## src/rtl/marks_access_ctrl_pkg.sv

```systemverilog
// Shared types and defaults for the mark-register access controller.
package marks_pkg;

  localparam int DATA_W_DEF   = 8;
  localparam int MAX_MARK_DEF = 100;

  typedef enum logic [1:0] {
    ENTRY   = 2'd0,
    REVIEW  = 2'd1,
    RELEASE = 2'd2
  } phase_e;

  typedef enum logic [1:0] {
    MATH = 2'd0,
    PHYS = 2'd1,
    LAB  = 2'd2,
    BAD  = 2'd3
  } subj_e;

endpackage

```

## src/rtl/marks_access_ctrl_if.sv

```systemverilog
// Role-side request/grant bundle plus the live mark/phase view.
interface marks_access_ctrl_if
  import marks_pkg::*;
#(
  parameter int DATA_W = DATA_W_DEF
);

  logic              t_req;
  logic [1:0]        t_sel;
  logic [DATA_W-1:0] t_wdata;
  logic              t_gnt;
  logic              t_err;

  logic              p_req;
  logic              p_we;
  logic [1:0]        p_sel;
  logic [DATA_W-1:0] p_wdata;
  logic              p_gnt;
  logic              p_err;
  logic [DATA_W-1:0] p_rdata;
  logic              p_approve;

  logic              s_req;
  logic [1:0]        s_sel;
  logic              s_gnt;
  logic              s_err;
  logic [DATA_W-1:0] s_rdata;

  logic              term_clr;
  logic [1:0]        phase;
  logic [DATA_W-1:0] math_q;
  logic [DATA_W-1:0] phys_q;
  logic [DATA_W-1:0] lab_q;

  modport master (
    output t_req, t_sel, t_wdata,
    input  t_gnt, t_err,
    output p_req, p_we, p_sel, p_wdata, p_approve,
    input  p_gnt, p_err, p_rdata,
    output s_req, s_sel,
    input  s_gnt, s_err, s_rdata,
    output term_clr,
    input  phase, math_q, phys_q, lab_q
  );

  modport slave (
    input  t_req, t_sel, t_wdata,
    output t_gnt, t_err,
    input  p_req, p_we, p_sel, p_wdata, p_approve,
    output p_gnt, p_err, p_rdata,
    input  s_req, s_sel,
    output s_gnt, s_err, s_rdata,
    input  term_clr,
    output phase, math_q, phys_q, lab_q
  );

endinterface

```

## src/rtl/marks_access_ctrl_rr_arb2.sv

```systemverilog
// Two-way round-robin arbiter; index 0 (principal) wins first after reset.
module rr_arb2 (
  input  logic       clk,
  input  logic       rst_n,
  input  logic [1:0] req_i,
  output logic [1:0] gnt_o
);

  // ptr_q=0: requester 0 has priority, ptr_q=1: requester 1 has priority
  logic ptr_q, ptr_d;

  // Grant the favoured requester, or the other one when it is alone
  always_comb begin
    gnt_o[0] = req_i[0] & (~ptr_q | ~req_i[1]);
    gnt_o[1] = req_i[1] & ( ptr_q | ~req_i[0]);
    ptr_d    = ptr_q;
    if (gnt_o[0])      ptr_d = 1'b1;
    else if (gnt_o[1]) ptr_d = 1'b0;
  end

  // Pointer moves away from whoever was just served
  always_ff @(posedge clk or negedge rst_n) begin
    if (!rst_n) ptr_q <= 1'b0;
    else        ptr_q <= ptr_d;
  end

endmodule

```

## src/rtl/marks_access_ctrl.sv

```systemverilog
// Phase sequencer and permission checker owning the three mark registers.
//   phase   | meaning
//   ENTRY   | teacher writes marks until all three subjects are written
//   REVIEW  | principal reads any subject, may adjust lab, approves release
//   RELEASE | principal and students read, shared round-robin, no writes
module marks_access_ctrl
  import marks_pkg::*;
#(
  parameter int DATA_W   = DATA_W_DEF,
  parameter int MAX_MARK = MAX_MARK_DEF
) (
  input logic                 clk,
  input logic                 rst_n,
  marks_access_ctrl_if.slave  bus
);

  localparam logic [DATA_W-1:0] MAX_V = DATA_W'(MAX_MARK);

  phase_e            phase_q, phase_d;
  logic [2:0]        mask_q, mask_d;
  logic [DATA_W-1:0] math_q, math_d, phys_q, phys_d, lab_q, lab_d;
  logic              t_gnt_q, t_gnt_d, t_err_q, t_err_d;
  logic              p_gnt_q, p_gnt_d, p_err_q, p_err_d;
  logic              s_gnt_q, s_gnt_d, s_err_q, s_err_d;
  logic [DATA_W-1:0] p_rdata_q, p_rdata_d, s_rdata_q, s_rdata_d;
  logic [DATA_W-1:0] p_mark, s_mark;

  logic       t_bad, p_bad, s_bad, rel_cyc;
  logic [1:0] arb_gnt;

  // Rejects: bad subject, out-of-range data, principal writing anything
  // but lab, or principal writing once marks are released.
  assign t_bad   = (bus.t_sel == BAD) || (bus.t_wdata > MAX_V);
  assign p_bad   = (bus.p_sel == BAD) ||
                   (bus.p_we && ((bus.p_sel != LAB) || (bus.p_wdata > MAX_V) ||
                                 (phase_q == RELEASE)));
  assign s_bad   = (bus.s_sel == BAD);
  assign rel_cyc = (phase_q == RELEASE) && !bus.term_clr;

  rr_arb2 u_arb (
    .clk   (clk),
    .rst_n (rst_n),
    .req_i ({rel_cyc & bus.s_req & ~s_bad, rel_cyc & bus.p_req & ~p_bad}),
    .gnt_o (arb_gnt)
  );

  // Read muxes for the two reading roles
  always_comb begin
    p_mark = '0;
    s_mark = '0;
    case (bus.p_sel)
      MATH:    p_mark = math_q;
      PHYS:    p_mark = phys_q;
      LAB:     p_mark = lab_q;
      default: p_mark = '0;
    endcase
    case (bus.s_sel)
      MATH:    s_mark = math_q;
      PHYS:    s_mark = phys_q;
      LAB:     s_mark = lab_q;
      default: s_mark = '0;
    endcase
  end

  // Next-state: term_clr overrides everything, otherwise serve by phase
  always_comb begin
    phase_d   = phase_q;
    mask_d    = mask_q;
    math_d    = math_q;
    phys_d    = phys_q;
    lab_d     = lab_q;
    t_gnt_d   = 1'b0;
    t_err_d   = 1'b0;
    p_gnt_d   = 1'b0;
    p_err_d   = 1'b0;
    s_gnt_d   = 1'b0;
    s_err_d   = 1'b0;
    p_rdata_d = p_rdata_q;
    s_rdata_d = s_rdata_q;
    if (bus.term_clr) begin
      phase_d = ENTRY;
      mask_d  = 3'b000;
      math_d  = '0;
      phys_d  = '0;
      lab_d   = '0;
    end else begin
      case (phase_q)
        ENTRY: begin
          if (bus.t_req) begin
            if (t_bad) begin
              t_err_d = 1'b1;
            end else begin
              t_gnt_d = 1'b1;
              case (bus.t_sel)
                MATH:    begin math_d = bus.t_wdata; mask_d[0] = 1'b1; end
                PHYS:    begin phys_d = bus.t_wdata; mask_d[1] = 1'b1; end
                LAB:     begin lab_d  = bus.t_wdata; mask_d[2] = 1'b1; end
                default: ;
              endcase
            end
          end
          // Valid principal/student requests simply stay pending here
          p_err_d = bus.p_req & p_bad;
          s_err_d = bus.s_req & s_bad;
          if (mask_q == 3'b111) phase_d = REVIEW;
        end
        REVIEW: begin
          t_err_d = bus.t_req;
          if (bus.p_req) begin
            if (p_bad) begin
              p_err_d = 1'b1;
            end else begin
              p_gnt_d = 1'b1;
              if (bus.p_we) lab_d     = bus.p_wdata;
              else          p_rdata_d = p_mark;
            end
          end
          s_err_d = bus.s_req & s_bad;
          if (bus.p_approve) phase_d = RELEASE;
        end
        RELEASE: begin
          t_err_d = bus.t_req;
          p_err_d = bus.p_req & p_bad;
          s_err_d = bus.s_req & s_bad;
          if (arb_gnt[0]) begin
            p_gnt_d   = 1'b1;
            p_rdata_d = p_mark;
          end
          if (arb_gnt[1]) begin
            s_gnt_d   = 1'b1;
            s_rdata_d = s_mark;
          end
        end
        default: phase_d = ENTRY;
      endcase
    end
  end

  // State, marks and registered handshake outputs
  always_ff @(posedge clk or negedge rst_n) begin
    if (!rst_n) begin
      phase_q   <= ENTRY;
      mask_q    <= 3'b000;
      math_q    <= '0;
      phys_q    <= '0;
      lab_q     <= '0;
      t_gnt_q   <= 1'b0;
      t_err_q   <= 1'b0;
      p_gnt_q   <= 1'b0;
      p_err_q   <= 1'b0;
      s_gnt_q   <= 1'b0;
      s_err_q   <= 1'b0;
      p_rdata_q <= '0;
      s_rdata_q <= '0;
    end else begin
      phase_q   <= phase_d;
      mask_q    <= mask_d;
      math_q    <= math_d;
      phys_q    <= phys_d;
      lab_q     <= lab_d;
      t_gnt_q   <= t_gnt_d;
      t_err_q   <= t_err_d;
      p_gnt_q   <= p_gnt_d;
      p_err_q   <= p_err_d;
      s_gnt_q   <= s_gnt_d;
      s_err_q   <= s_err_d;
      p_rdata_q <= p_rdata_d;
      s_rdata_q <= s_rdata_d;
    end
  end

  assign bus.t_gnt   = t_gnt_q;
  assign bus.t_err   = t_err_q;
  assign bus.p_gnt   = p_gnt_q;
  assign bus.p_err   = p_err_q;
  assign bus.p_rdata = p_rdata_q;
  assign bus.s_gnt   = s_gnt_q;
  assign bus.s_err   = s_err_q;
  assign bus.s_rdata = s_rdata_q;
  assign bus.phase   = phase_q;
  assign bus.math_q  = math_q;
  assign bus.phys_q  = phys_q;
  assign bus.lab_q   = lab_q;

endmodule

```

## src/flat_wrapper.sv

```systemverilog
// flat-port wrapper written by rule: the top's interface ports become plain ports
module marks_access_ctrl_flat import marks_pkg::*;
#(
  parameter int DATA_W   = DATA_W_DEF,
  parameter int MAX_MARK = MAX_MARK_DEF
)
  (clk, rst_n, bus_t_req, bus_t_sel, bus_t_wdata, bus_t_gnt, bus_t_err, bus_p_req, bus_p_we, bus_p_sel, bus_p_wdata, bus_p_approve, bus_p_gnt, bus_p_err, bus_p_rdata, bus_s_req, bus_s_sel, bus_s_gnt, bus_s_err, bus_s_rdata, bus_term_clr, bus_phase, bus_math_q, bus_phys_q, bus_lab_q);
  marks_access_ctrl_if #(.DATA_W(DATA_W)) bus_i ();
  input logic clk;
  input logic rst_n;
  input wire logic [$bits(bus_i.t_req)-1:0] bus_t_req;
  input wire logic [$bits(bus_i.t_sel)-1:0] bus_t_sel;
  input wire logic [$bits(bus_i.t_wdata)-1:0] bus_t_wdata;
  output wire logic [$bits(bus_i.t_gnt)-1:0] bus_t_gnt;
  output wire logic [$bits(bus_i.t_err)-1:0] bus_t_err;
  input wire logic [$bits(bus_i.p_req)-1:0] bus_p_req;
  input wire logic [$bits(bus_i.p_we)-1:0] bus_p_we;
  input wire logic [$bits(bus_i.p_sel)-1:0] bus_p_sel;
  input wire logic [$bits(bus_i.p_wdata)-1:0] bus_p_wdata;
  input wire logic [$bits(bus_i.p_approve)-1:0] bus_p_approve;
  output wire logic [$bits(bus_i.p_gnt)-1:0] bus_p_gnt;
  output wire logic [$bits(bus_i.p_err)-1:0] bus_p_err;
  output wire logic [$bits(bus_i.p_rdata)-1:0] bus_p_rdata;
  input wire logic [$bits(bus_i.s_req)-1:0] bus_s_req;
  input wire logic [$bits(bus_i.s_sel)-1:0] bus_s_sel;
  output wire logic [$bits(bus_i.s_gnt)-1:0] bus_s_gnt;
  output wire logic [$bits(bus_i.s_err)-1:0] bus_s_err;
  output wire logic [$bits(bus_i.s_rdata)-1:0] bus_s_rdata;
  input wire logic [$bits(bus_i.term_clr)-1:0] bus_term_clr;
  output wire logic [$bits(bus_i.phase)-1:0] bus_phase;
  output wire logic [$bits(bus_i.math_q)-1:0] bus_math_q;
  output wire logic [$bits(bus_i.phys_q)-1:0] bus_phys_q;
  output wire logic [$bits(bus_i.lab_q)-1:0] bus_lab_q;
  assign bus_i.t_req = bus_t_req;
  assign bus_i.t_sel = bus_t_sel;
  assign bus_i.t_wdata = bus_t_wdata;
  assign bus_t_gnt = bus_i.t_gnt;
  assign bus_t_err = bus_i.t_err;
  assign bus_i.p_req = bus_p_req;
  assign bus_i.p_we = bus_p_we;
  assign bus_i.p_sel = bus_p_sel;
  assign bus_i.p_wdata = bus_p_wdata;
  assign bus_i.p_approve = bus_p_approve;
  assign bus_p_gnt = bus_i.p_gnt;
  assign bus_p_err = bus_i.p_err;
  assign bus_p_rdata = bus_i.p_rdata;
  assign bus_i.s_req = bus_s_req;
  assign bus_i.s_sel = bus_s_sel;
  assign bus_s_gnt = bus_i.s_gnt;
  assign bus_s_err = bus_i.s_err;
  assign bus_s_rdata = bus_i.s_rdata;
  assign bus_i.term_clr = bus_term_clr;
  assign bus_phase = bus_i.phase;
  assign bus_math_q = bus_i.math_q;
  assign bus_phys_q = bus_i.phys_q;
  assign bus_lab_q = bus_i.lab_q;
  marks_access_ctrl #(.DATA_W(DATA_W), .MAX_MARK(MAX_MARK)) u_core (.clk(clk), .rst_n(rst_n), .bus(bus_i));
endmodule
```

## config.mk

```make
export PLATFORM = sky130hd
export DESIGN_NAME = marks_access_ctrl_flat
export DESIGN_NICKNAME = d
export VERILOG_FILES = /design/src/rtl/marks_access_ctrl_pkg.sv /design/src/rtl/marks_access_ctrl_if.sv /design/src/rtl/marks_access_ctrl_rr_arb2.sv /design/src/rtl/marks_access_ctrl.sv /design/src/flat_wrapper.sv
export SDC_FILE = /design/constraint.sdc
export NUM_CORES = 1
export LEC_CHECK = 0
export CAP_MARGIN = 40
export CORE_ASPECT_RATIO = 1.75
export CORE_MARGIN = 4
export CORE_UTILIZATION = 47
export CTS_CLUSTER_SIZE = 40
export DETAILED_ROUTE_END_ITERATION = 7
export PLACE_DENSITY = 0.86
export SLEW_MARGIN = 25
export SYNTH_ARGS = -nofsm -noshare
export SYNTH_HDL_FRONTEND = slang
export SYNTH_SLANG_ARGS = --single-unit
export TNS_END_PERCENT = 20
```

## constraint.sdc

```tcl
create_clock -name clk -period 2.4 [get_ports clk]
set_clock_uncertainty 0.1 [all_clocks]
set_input_delay 0.48 -clock clk [delete_from_list [all_inputs] [get_ports clk]]
set_output_delay 0.48 -clock clk [all_outputs]
set_load 0.005 [all_outputs]
```

## Word-level counts from Yosys, hierarchy flattened

Cells that the tools add are included.

| word-level totals | value |
|---|---|
| latch bits | 0 |
| RAM bits | 0 |
| logic and storage cells | 150 |
| output and inout bits | 48 |
| bits in registers | 52 |
| input port bits | 30 |
| memory bits (read-only) | 0 |
| memories | 0 |

| operators by class | value |
|---|---|
| $add $sub $neg | 0 |
| bitwise gates (word level) | 16 |
| divide/modulo/power cells | 0 |
| shifts and indexed selects | 0 |
| mux-type cells | 60 |
| reductions and logical operators | 29 |
| $lt $le $gt $ge | 2 |
| equal/unequal tests | 27 |
| $mul | 0 |

Operators by type and width:

| cell | number |
|---|---|
| $mux 8 | 21 |
| $pmux 8 s3 | 2 |
| $pmux 8 s2 | 2 |
| $mux 1 | 24 |
| $ne 3x3->1 const B | 7 |
| $gt 8x7->1 const B | 2 |
| $eq 2x2->1 const B | 7 |
| $reduce_bool 2->1 | 7 |
| $mux 3 | 4 |
| $ne 2x2->1 const B | 6 |
| $reduce_and 4->1 | 3 |
| $and 1x1->1 | 8 |
| $eq 2x1->1 const B | 4 |
| $logic_not 2->1 | 4 |
| $reduce_and 7->1 | 1 |
| $mux 2 | 3 |
| $not 1->1 | 6 |
| $pmux 1 s2 | 3 |
| $pmux 2 s3 | 1 |
| $reduce_and 3->1 | 2 |
| $reduce_and 6->1 | 1 |
| $logic_or 1x1->1 | 4 |
| $reduce_or 2->1 | 2 |
| $eq 3x3->1 const B | 1 |
| other kinds (7) | 9 |

## Logic depth before layout (Yosys ltp)

Gate-level depths: netlist of run 1.

| depth | value |
|---|---|
| depth after elaboration | 13 |
| gate-level depth with buffers | 8 |

## By module

From an unflattened synthesis of run 1, not the netlist that was laid out.

| second synthesis, totals | value |
|---|---|
| cells, all modules | 274 |
| area, all modules | 2771.4 sq um |

By module, submodules not included:

| module | cells each | area an instance (sq um) | instances |
|---|---|---|---|
| marks_access_ctrl | 267 | 2710.1 | 1 |
| rr_arb2 | 7 | 61.3 | 1 |

## Worst setup path after synthesis of run 1

OpenSTA, ideal clock, no wires.

| timing path | value |
|---|---|
| path kind | register to register |
| start | register u_core.phase_q[0], in the netlist u_core.bus.phase[0] |
| end | register u_core.p_rdata_q[0], in the netlist u_core.bus.p_rdata[0] |
| arrival time | 1.642 ns |
| clock period less this slack | 1.867 ns |
| cell stages (with the launch flop) | 7 |
| path slack | 0.533 ns |
| required time | 2.175 ns |
| library setup time | 0.125 ns |
| cells stage by stage | dfrtp_1 -> inv_1 -> ha_1 -> and4b_1 -> nand2_1 -> o211ai_2 -> mux2_2 |

| on the way | value |
|---|---|
| longest elaborated chain between the ends | 9 |

RTL lines:

| element | line | source |
|---|---|---|
| from (decl) | marks_access_ctrl.sv:19 | `phase_e phase_q, phase_d;` |
| from (signal assigned) | marks_access_ctrl.sv:156 | `phase_q <= phase_d;` |
| $eq 2x2->1 | marks_access_ctrl.sv:36, marks_access_ctrl.sv:38, marks_access_ctrl.sv:87 |  |
| $logic_and 1x1->1 / $logic_or 1x1->1 (equally long branches) | marks_access_ctrl.sv:38, marks_access_ctrl.sv:35 |  |
| $and 1x1->1 / $logic_and 1x1->1 (equally long branches) | marks_access_ctrl.sv:43, marks_access_ctrl.sv:35 |  |
| $and 1x1->1 / $logic_or 1x1->1 (equally long branches) | marks_access_ctrl.sv:43, marks_access_ctrl.sv:34 |  |
| $not 1->1, on equally long branches | marks_access_ctrl_rr_arb2.sv:14, marks_access_ctrl.sv:43 |  |
| $or 1x1->1 / $and 1x1->1 (equally long branches) | marks_access_ctrl_rr_arb2.sv:14, marks_access_ctrl.sv:43 |  |
| $and 1x1->1 | marks_access_ctrl_rr_arb2.sv:14 | `gnt_o[0] = req_i[0] & (~ptr_q \| ~req_i[1]);` |
| $ne 2x1->1 (no source line) | -- |  |
| $reduce_and 6->1 (no source line) | -- |  |
| to (signal assigned) | marks_access_ctrl.sv:167 | `p_rdata_q <= p_rdata_d;` |
| to (decl) | marks_access_ctrl.sv:25 | `logic [DATA_W-1:0] p_rdata_q, p_rdata_d, s_rdata_q, s_rdata_d;` |

Several ways; a longest one is shown, not always the timed one.
A chain may end at the register's enable or synchronous reset.

## Worst setup path after layout of run 1

| timing path | value |
|---|---|
| start | input bus_t_wdata[4] |
| end | register u_core.math_q[0], in the netlist u_core.bus.math_q[0] |

| on the way | value |
|---|---|
| longest elaborated chain between the ends | 4 |

RTL lines:

| element | line | source |
|---|---|---|
| from (decl) | flat_wrapper.sv:13 | `input wire logic [$bits(bus_i.t_wdata)-1:0] bus_t_wdata;` |
| $gt 8x7->1 | marks_access_ctrl.sv:33 | `assign t_bad = (bus.t_sel == BAD) \|\| (bus.t_wdata > MAX_V);` |
| $logic_or 1x1->1 | marks_access_ctrl.sv:33 |  |
| $ne 2x2->1 (no source line) | -- |  |
| $reduce_and 4->1 (no source line) | -- |  |
| to (signal assigned) | marks_access_ctrl.sv:158 | `math_q <= math_d;` |
| to (decl) | marks_access_ctrl.sv:21 | `logic [DATA_W-1:0] math_q, math_d, phys_q, phys_d, lab_q, lab_d;` |

Every way passes these cells.

==> run metrics, run 1 <==
status finished, final reports clean; Reg2Reg Setup Slack 0.27 ns; Max-slew headroom 56.0%; Post-CTS Resized 0; Max Freq 458 MHz; XOR/XNOR Fraction of Synth Area 0%; first-pass GRT wire length 11300 um; Tightest Pin Transition 0.660 ns; via count 2221; Yosys warnings 0; Sequential Power Share 52.4%; unrepaired setup endpoints after global routing no; Post-CTS Setup Bufs 0; Final GP Congestion 0.857; Max VDD drop 406 uV; pins over their slew limit 0; largest net degree at the start of global routing 53; Netlist Area Pre-Place 0.00265 mm2; CP Launch Point bus_t_wdata[4]; Post-synth EDFFs 0; pwr/cell area 472 mW/mm2; Synth Register Bits 52; Root Driver clkbuf_8; Worst Slack Setup Final 0.218 ns; Comb pwr share 13.1%; worst path required time 2.49 ns; Die Ht 107 um; Clk pwr share 34.4%; Yosys cell types 40; Adder-Cell Fraction of Synth Area 2.36%; FF-to-FF Start u_core.bus.phase[1]; syn nets 287; final-report hold violation count 0; max_cap viols 0; Setup crit end kind flop; Fill cells 421; Num CTS Buffers 5; mux cell area share after synthesis 17.4%; Final #Nets 377; Placed Cells 409; drc violations 0; vias per cell 5.33; Hold Crit Class input port to async pin; switching share of total power 24.0%; final wirelength 6950 um; Worst-Skew Late Latency 0.31 ns; total track usage 20.8%; Simple-Gate Fraction of Synth Area 13.9%; CTS max path bufs 2; Port Buf Inserts 77; width of the die 64.8 um; net switching power 418 uW; Crit Path Category input port to flop; FP Rows 35; largest family of logic cells by synthesized area multiplexers; antenna-violating nets left 0; GRT overflow 0; Final Non-Filler Cells 417; Die Area 0.00695 mm2; Initial Util 49.2%; worst slack at placement -0.109 ns; Seq/Total Area, Yosys 49.1%; Main synth FF type dfrtp_1; Crit Path Max Fanout 9; Critical Path Start Type input port; Synth Area in Compound Gates 13.4%; r2r endpoint u_core.bus.math_q[0]; initial antenna violation count 0; Period Utilization, post-route 90.9%; cell count after synthesis 252; Post-synth ARST share 100%; CTS tree built; Core Region 0.00539 mm2; Avg Cell Area, Syn 10.5 um2; dpl hpwl 5310 um; H-tree depth 2; Avg WL per Cell 16.7 um; internal power 1320 uW; leakage power 0.00164 uW; iteration-0 DRC count of the detailed router 83; worst r2r path cells 7; cts hold-fix bufs 0; # IOs 78; CP arrival 2.28 ns; vias in the first global route 2282; antenna cells 0; min Tclk post-route 2.18 ns; CTS clk-pin slew, worst paths 0.10 ns; Clock Sink Count 52; First-pass DRT Iterations 4; post-layout util 68.4%; P&R area growth vs syn 39.1%; layout cells sized above 1 12.8%; Final setup violation count 0
==> through the flow <==
step	cell area (um2)	hold slack [ns]	total power (uW)	TNS (ns)
2_1_floorplan	2650	0.0844	1010	0
3_3_place_gp	3570	0.361	1150	-0.0186
3_5_place_dp	3570	0.370	1160	-0.708
4_1_cts	3680	0.184	1750	0
5_1_grt	3680	0.219	1790	0
6_report	3680	0.166	1740	0
==> power by group through the flow <==
stage	logic, uW	registers (uW)	clock network (uW)
final	228	912	599
after global routing	248	914	629
after floorplan	81.9	925	0
after CTS	229	912	609
after detailed placement	227	929	0
after global placement	222	929	0
==> critical path: stages <==
cell and delay, ns:
clkdlybuf4s50_1 0.42, o211ai_1 0.32, nand4_2 0.19, or3_1 0.56, mux2i_1 0.24, nor2_1 0.06
==> area by class of cell <==
type | instances | area, um2 | area share, %
sequential | 52 | 1300 | 35.3
timing repair buffer | 95 | 901 | 24.5
clock inverter | 3 | 42.5 | 1.15
multi-input combinational | 180 | 1250 | 33.9
inverter | 8 | 30.0 | 0.815
clock buffer | 5 | 68.8 | 1.87
tap | 74 | 92.6 | 2.51
==> per-layer routing <==
| layer | vias to the layer above | GRT usage [%] | routed length [um] |
|---|---|---|---|
| met1 | 1068 | 25.5 | 2770 |
| met3 | 8 | 2.82 | 346 |
| li1 | 1066 | - | - |
| met5 | - | 0 | 0 |
| met2 | 79 | 37.0 | 3730 |
| met4 | 0 | 6.81 | 106 |
==> Yosys cell counts, types with 2 or more instances <==
master | n | share of area, %
o2bb2ai_1 | 6 | 2.0
dfrtp_1 | 52 | 49
mux2_2 | 8 | 3.4
o211ai_1 | 2 | 0.57
buf_4 | 4 | 1.1
o21ai_1 | 3 | 0.57
o21ai_0 | 17 | 3.2
inv_1 | 8 | 1.1
nor2_1 | 33 | 4.7
buf_2 | 2 | 0.38
nand2b_1 | 2 | 0.47
clkbuf_1 | 5 | 0.71
ha_1 | 5 | 2.4
nor2b_1 | 2 | 0.47
nor3b_1 | 2 | 0.57
a21oi_1 | 15 | 2.8
nand2_1 | 22 | 3.1
mux2i_1 | 37 | 14
nand3b_1 | 3 | 0.85
and2_1 | 2 | 0.47
nand3_1 | 3 | 0.57
==> sequential cells by signal (all words and copies together) (netlist names) <==
name / flops
u_core.bus.lab_q: 8
u_core.bus.math_q: 8
u_core.bus.p_err: 1
u_core.bus.p_gnt: 1
u_core.bus.p_rdata: 8
u_core.bus.phase: 2
u_core.bus.phys_q: 8
u_core.bus.s_err: 1
u_core.bus.s_gnt: 1
u_core.bus.s_rdata: 8
u_core.bus.t_err: 1
u_core.bus.t_gnt: 1
u_core.mask_q: 3
u_core.u_arb.ptr_q: 1
==> worst max path at each step <==
stage	endpoint	slack, ns	depth (start not counted)
2_1_floorplan	u_core.bus.p_rdata[0]	0.53	6
3_3_place_gp	u_core.bus.math_q[7]	-0.02	5
3_5_place_dp	u_core.bus.math_q[6]	-0.11	6
4_1_cts	u_core.bus.math_q[0]	0.21	6
5_1_grt	u_core.bus.math_q[3]	0.07	6
6_report	u_core.bus.math_q[0]	0.22	6
==> cell usage in the layout, fill, tap and decap left out, types with 2 or more instances in the layout <==
master | netlist | layout
o21ai_0 | 17 | 17
ha_1 | 5 | 5
o21ai_1 | 3 | 3
nor2_1 | 33 | 33
dfrtp_1 | 52 | 52
nor2b_1 | 2 | 2
mux2_2 | 8 | 8
nand2_1 | 22 | 22
o2bb2ai_1 | 6 | 6
nand2b_1 | 2 | 2
buf_4 | 4 | 18
nand3_1 | 3 | 3
a21oi_1 | 15 | 15
and2_1 | 2 | 2
nor3b_1 | 2 | 2
o211ai_1 | 2 | 2
mux2i_1 | 37 | 37
nand3b_1 | 3 | 3
clkbuf_8 | 0 | 5
clkdlybuf4s50_1 | 0 | 76
inv_1 | 8 | 8
==> kinds of logic (layout without fill, tap and decap cells) <==
group                    count (synthesis)  in the layout
flip-flops                              52             52
buffers and inverters                   20            111
multiplexers                            45             45
AND/OR/NAND/NOR                         77             77
AO/OA/AOI/OAI                           53             53
adder cells (fa/ha/maj)                  5              5
No activity file was read; power rests on OpenSTA's default activity.
==> inputs of run 2 (changes only) <==
CORE_UTILIZATION = 62   (was 47)
DONT_BUFFER_PORTS = 1   (was default)
PLACE_DENSITY = 0.84   (was 0.86)
==> run metrics, run 2 (synthesis gave the netlist of run 1 again) <==
Max-slew headroom 60.7% (was 56.0%); worst setup path end u_core.bus.math_q[7] (was u_core.bus.math_q[0]); Post-CTS Resized 0 (unchanged); FP Rows 31 (was 35); CTS clk-pin slew, worst paths 0.08 ns (was 0.10 ns); antenna-violating nets left 0 (unchanged); Final GP Congestion 0.871 (was 0.857); FF-to-FF Start u_core.bus.phase[0] (was u_core.bus.phase[1]); Worst-Skew Late Latency 0.30 ns (was 0.31 ns); Post-CTS Setup Bufs 0 (unchanged); Crit Path Category flop to flop (was input port to flop); vias in the first global route 1990 (was 2282); max_cap viols 0 (unchanged); Die Area 0.00542 mm2 (was 0.00695 mm2); Port Buf Inserts 0 (was 77); final hold slack 0.146 ns (was 0.166 ns); layout cells sized above 1 11.1% (was 12.8%); Reg2Reg Setup Slack 0.23 ns (was 0.27 ns); Clock Sink Count 52 (unchanged); min Tclk post-route 2.17 ns (was 2.18 ns); Num CTS Buffers 5 (unchanged); r2r endpoint u_core.bus.math_q[7] (was u_core.bus.math_q[0]); H-tree depth 2 (unchanged); Max VDD drop 442 uV (was 406 uV); CP arrival 2.26 ns (was 2.28 ns); worst r2r path cells 6 (was 7); via count 1881 (was 2221); Hold Crit Class input port to flop (was input port to async pin); worst path required time 2.49 ns (about the same); GRT overflow 0 (unchanged); cts hold-fix bufs 2 (was 0); TNS Setup 0 ns (unchanged); Avg WL per Cell 20.2 um (was 16.7 um); Fill cells 317 (was 421); # IOs 78 (unchanged); most frequent cells in the layout dfrtp_1, mux2i_1, nor2_1 (was clkdlybuf4s50_1, dfrtp_1, mux2i_1); commonest non-fill, non-tap cell in the layout dfrtp_1 (was clkdlybuf4s50_1); largest stage delay on the critical path 0.56 ns (about the same); unrepaired setup endpoints after global routing no (unchanged); Critical Path Start Type flop (was input port); width of the die 57.4 um (was 64.8 um); Slowest-stage cell, CP or3_1 (unchanged); buffer and inverter count on the worst path 1 (unchanged); Final setup violation count 0 (unchanged); cell family with most CP delay simple AND/OR/NAND/NOR gates (unchanged); Period Utilization, post-route 90.3% (was 90.9%); first-pass GRT wire length 9920 um (was 11300 um); First-pass DRT Iterations 4 (unchanged); Root Driver clkbuf_8 (unchanged); Final Cell Area 0.00280 mm2 (was 0.00368 mm2); pins over their slew limit 0 (unchanged); vias per cell 6.25 (was 5.33); total track usage 23.8% (was 20.8%); P&R area growth vs syn 5.57% (was 39.1%); Die Ht 94.5 um (was 107 um); drc violations 0 (unchanged); initial antenna violation count 0 (unchanged); iteration-0 DRC count of the detailed router 43 (was 83); CTS tree built (unchanged); CP Launch Point u_core.bus.phase[0] (was bus_t_wdata[4]); final wirelength 6090 um (was 6950 um); Tightest Pin Transition 0.590 ns (was 0.660 ns); Max Freq 462 MHz (was 458 MHz); final-report hold violation count 0 (unchanged); CTS max path bufs 2 (unchanged); Setup crit end kind flop (unchanged); largest net degree at the start of global routing 53 (unchanged); area occupied by multi-input gates 0.00125 mm2 (unchanged); antenna cells 0 (unchanged); FF+latch area 0.00130 mm2 (unchanged); Crit Path Max Fanout 9 (unchanged); Core Region 0.00415 mm2 (was 0.00539 mm2); CP Depth 6 (unchanged); Final #Nets 287 (was 377); Initial Util 63.8% (was 49.2%); CP cell instances inv_1 -> ha_1 -> and2_1 -> nand4_2 -> or3_1 -> and3b_2 (was clkdlybuf4s50_1 -> o211ai_1 -> nand4_2 -> or3_1 -> mux2i_1 -> nor2_1); pwr/cell area 549 mW/mm2 (was 472 mW/mm2); status finished, final reports clean (unchanged); DP Area 0.00266 mm2 (was 0.00357 mm2); leakage power 0.00130 uW (was 0.00164 uW); dpl hpwl 4600 um (was 5310 um)
==> run 2: per-layer routing <==
layer  GRT usage (%)  vias to the layer above  part of all wire [%]
met4            10.4                        0                   2.4
met5               0                        -                     0
met1            29.0                      911                    38
met2            38.3                       70                    52
met3            7.25                       14                   8.1
li1                -                      886                     -
==> run 2: area by class of cell <==
class                           instances  area share (%)
Sequential cell                        52            46.5
Multi-Input combinational cell        180            44.6
Inverter                                8            1.07
Timing Repair Buffer                    5            2.15
Tap cell                               49            2.19
Clock buffer                            7            3.45
==> run 2: worst min-delay path by stage <==
stage                 start                     to  slack [ns]  cells past startpoint
2_1_floorplan         rst_n    u_core.bus.lab_q[0]        0.08                      0
3_3_place_gp          rst_n  u_core.bus.p_rdata[3]        0.09                      0
3_5_place_dp          rst_n  u_core.bus.s_rdata[2]        0.09                      0
4_1_cts        bus_term_clr    u_core.bus.phase[0]        0.13                      1
5_1_grt        bus_term_clr    u_core.bus.phase[0]        0.12                      1
6_report       bus_term_clr       u_core.bus.s_err        0.15                      1
==> run 2: report_power, final <==
part | total [uW] | switching [uW] | internal, uW
combinational | 101 | 55.2 | 46.1
clock | 517 | 260 | 257
sequential | 916 | 23.4 | 892
total | 1530 | 339 | 1200
==> run 2: stage by stage <==
step | std cells | util, % | setup slack (ns) | total power (uW)
after floorplan | 252 | - | 0.533 | 1010
after global placement | 292 | 64.2 | 0.341 | 1010
after detailed placement | 292 | 64.2 | 0.265 | 1010
after CTS | 301 | 67.4 | 0.246 | 1560
after global routing | 301 | 67.4 | 0.0793 | 1610
final | 301 | 67.4 | 0.233 | 1530
==> inputs of run 3 (changes only) <==
CORE_UTILIZATION = 57   (was 62)
MAX_ROUTING_LAYER = met4   (was default)
PLACE_DENSITY = 0.81   (was 0.84)
SYNTH_HIERARCHICAL = 1   (was default)
clock period = 1.8 ns   (was 2.4 ns; I/O delays follow)
==> run metrics, run 3 <==
antenna cells 0 (unchanged); H-tree depth 2 (unchanged); post-layout util 74.2% (was 67.4%); First-pass DRT Iterations 4 (unchanged); iteration-0 DRC count of the detailed router 99 (was 43); Crit Path Max Fanout 8 (was 9); FF-to-FF Start u_core/bus.phase[0] (was u_core.bus.phase[0]); Period Utilization, post-route 131% (was 90.3%); Final #Nets 343 (was 287); worst slack at placement -0.592 ns (was 0.265 ns); final wirelength 8130 um (was 6090 um); most numerous cell in the Yosys netlist dfrtp_1 (unchanged); CP Launch Point u_core/bus.phase[0] (was u_core.bus.phase[0]); Main synth FF type dfrtp_1 (unchanged); first-pass GRT wire length 12300 um (was 9920 um); hold_sp bus_term_clr (unchanged); layout cells sized above 1 33.0% (was 11.1%); r2r endpoint u_core/bus.p_rdata[5] (was u_core.bus.math_q[7]); CTS clk-pin slew, worst paths 0.09 ns (was 0.08 ns); Worst-Skew Late Latency 0.30 ns (about the same); drc violations 0 (unchanged); max_cap viols 0 (unchanged); Synth Register Bits 52 (unchanged); Avg WL per Cell 22.5 um (was 20.2 um); Post-synth EDFFs 0 (unchanged); GRT overflow 0 (unchanged); final hold slack 0.0262 ns (was 0.146 ns); violated checks negative setup slack; final-report hold violation count 0 (unchanged); Core Region 0.00471 mm2 (was 0.00415 mm2); antenna-violating nets left 0 (unchanged); Hold Crit Class input port to flop (unchanged); Final setup violation count 44 (was 0); cell count after synthesis 274 (was 252); Post-synth ARST share 100% (unchanged); Final GP Congestion 0.905 (was 0.871); P&R area growth vs syn 26.1% (was 5.57%); CP arrival 2.45 ns (was 2.26 ns); initial antenna violation count 0 (unchanged); Worst Slack Setup Final -0.549 ns (was 0.233 ns); Root Driver clkbuf_8 (unchanged); Comb pwr share 10.2% (was 6.6%); switching share of total power 23.7% (was 22.1%); top cell type's share of synthesized area 47.0% (was 49.1%); via count 2311 (was 1881); Reg2Reg Setup Slack -0.55 ns (was 0.23 ns); Netlist Area Pre-Place 0.00277 mm2 (was 0.00265 mm2); total track usage 28.1% (was 23.8%); largest net degree at the start of global routing 53 (unchanged); biggest area consumer among synthesized cells dfrtp_1 (unchanged); Tightest Pin Transition 0.414 ns (was 0.590 ns); Critical Path Start Type flop (unchanged); Seq/Total Area, Yosys 47.0% (was 49.1%); pwr/cell area 661 mW/mm2 (was 549 mW/mm2); # IOs 78 (unchanged); CTS tree built (unchanged); top post-synthesis cells by area dfrtp_1, mux2i_1, nand2_1 (was dfrtp_1, mux2i_1, nor2_1); internal power 1760 uW (was 1200 uW); Avg Cell Area, Syn 10.1 um2 (was 10.5 um2); Max Freq 426 MHz (was 462 MHz); vias in the first global route 2451 (was 1990); Initial Util 58.9% (was 63.8%); worst setup path end u_core/bus.p_rdata[5] (was u_core.bus.math_q[7]); worst path required time 1.90 ns (was 2.49 ns); Clk pwr share 36.6% (was 33.7%); commonest non-fill, non-tap cell in the layout dfrtp_1 (unchanged); vias per cell 6.40 (was 6.25); leakage power 0.00166 uW (was 0.00130 uW); status finished, violations left (was finished, final reports clean); Yosys cell types 46 (was 40); Die Area 0.00609 mm2 (was 0.00542 mm2); Sequential Power Share 53.2% (was 59.7%); Setup crit end kind flop (unchanged); Fill cells 313 (was 317); min Tclk post-route 2.35 ns (was 2.17 ns); unrepaired setup endpoints after global routing yes (was no); Crit Path Category flop to flop (unchanged); net switching power 549 uW (was 339 uW); Max VDD drop 628 uV (was 442 uV); FP Rows 33 (was 31); pins over their slew limit 0 (unchanged); top cells by count, synth dfrtp_1, nand2_1, mux2i_1, o21ai_0, a21oi_1 (was dfrtp_1, mux2i_1, nor2_1, nand2_1, o21ai_0); Port Buf Inserts 0 (unchanged); Yosys warnings 6 (was 0); worst r2r path cells 11 (was 6); CTS max path bufs 2 (unchanged); Max-slew headroom 72.3% (was 60.7%); most frequent cells in the layout dfrtp_1, nand2_1, buf_4 (was dfrtp_1, mux2i_1, nor2_1); Die Ht 100 um (was 94.5 um); Num CTS Buffers 5 (unchanged); Clock Sink Count 52 (unchanged); syn nets 309 (was 287); width of the die 60.7 um (was 57.4 um); dpl hpwl 5580 um (was 4600 um)
-- run 3: cell count changes in the layout (fill, tap and decap cells not counted), sizes merged, moves of 5 or more --
cell	delta
nand2	+25
buf	+38
mux2i	-6
nand3	+5
o2bb2ai	-6
nor2	-23
mux2	+7
-- run 3: repair_timing --
item	CTS	global route
hold endpoints to repair	52	2
resized for setup	33	21
cloned	0	0
buffers inserted	9	1
hold buffers	2	1
setup endpoints to repair	47	49
pin swaps	12	11
-- run 3: worst max-delay path, stage by stage (launching register included) --
cell,delay [ns]
dfrtp_1,0.40
inv_2,0.09
ha_4,0.15
buf_4,0.15
nor2b_2,0.17
nand2_1,0.07
nor2_1,0.12
a21boi_2,0.19
mux2i_1,0.08
a211o_1,0.27
buf_12,0.16
mux2_4,0.29
-- run 3: logic make-up (layout without fill, tap and decap cells) --
| logic type | after synthesis | count (layout) | synth area share [%] |
|---|---|---|---|
| multiplexers | 46 | 46 | 17.3 |
| flip-flops | 52 | 52 | 47.0 |
| AO/OA/AOI/OAI | 56 | 56 | 13.5 |
| buffers and inverters | 25 | 60 | 4.02 |
| adder cells (fa/ha/maj) | 5 | 5 | 2.26 |
| AND/OR/NAND/NOR | 90 | 90 | 16.0 |
-- run 3: power groups by stage --
stage | Combinational [uW] | Sequential, uW | Clock, uW
final | 235 | 1230 | 847
after global routing | 253 | 1230 | 909
after CTS | 229 | 1230 | 857
after detailed placement | 165 | 1250 | 0
after global placement | 159 | 1250 | 0
after floorplan | 134 | 1240 | 0
-- run 3: routing by layer --
metal  up-vias  global-route usage, %  wire length [um]
li1       1042                      -                 -
met1      1120                   29.0              2730
met2       122                   45.8              4390
met3        27                   8.37               675
met4         0                   16.0               329
met5         -                      -                 0
-- run 3: final cells by class --
| class | count | area (um2) | area share, % |
|---|---|---|---|
| Clock buffer | 6 | 82.6 | 2.36 |
| Clock inverter | 2 | 38.8 | 1.11 |
| Inverter | 8 | 30.0 | 0.859 |
| Multi-Input combinational cell | 197 | 1570 | 44.9 |
| Sequential cell | 52 | 1300 | 37.2 |
| Tap cell | 52 | 65.1 | 1.86 |
| Timing Repair Buffer | 44 | 407 | 11.6 |
-- run 3: how the worst min path moves through the flow --
| stage | to | cells past startpoint |
|---|---|---|
| global route | u_core/bus.t_gnt | 1 |
| finish | u_core/bus.phase[1] | 1 |
| detailed placement | u_core/bus.phys_q[0] | 0 |
| CTS | u_core/bus.t_gnt | 1 |
| global placement | u_core/bus.phys_q[0] | 0 |
| floorplan | u_core/bus.lab_q[0] | 0 |
-- run 3: per-stage QoR --
stage               instance area, um2  cells  power (uW)  TNS [ns]
floorplan                         2830    274        1370     -9.47
detailed placement                3100    344        1420    -13.29
global placement                  3100    344        1410    -10.97
finish                            3490    361        2310    -12.02
CTS                               3420    363        2310    -10.83
global route                      3490    361        2400    -16.09
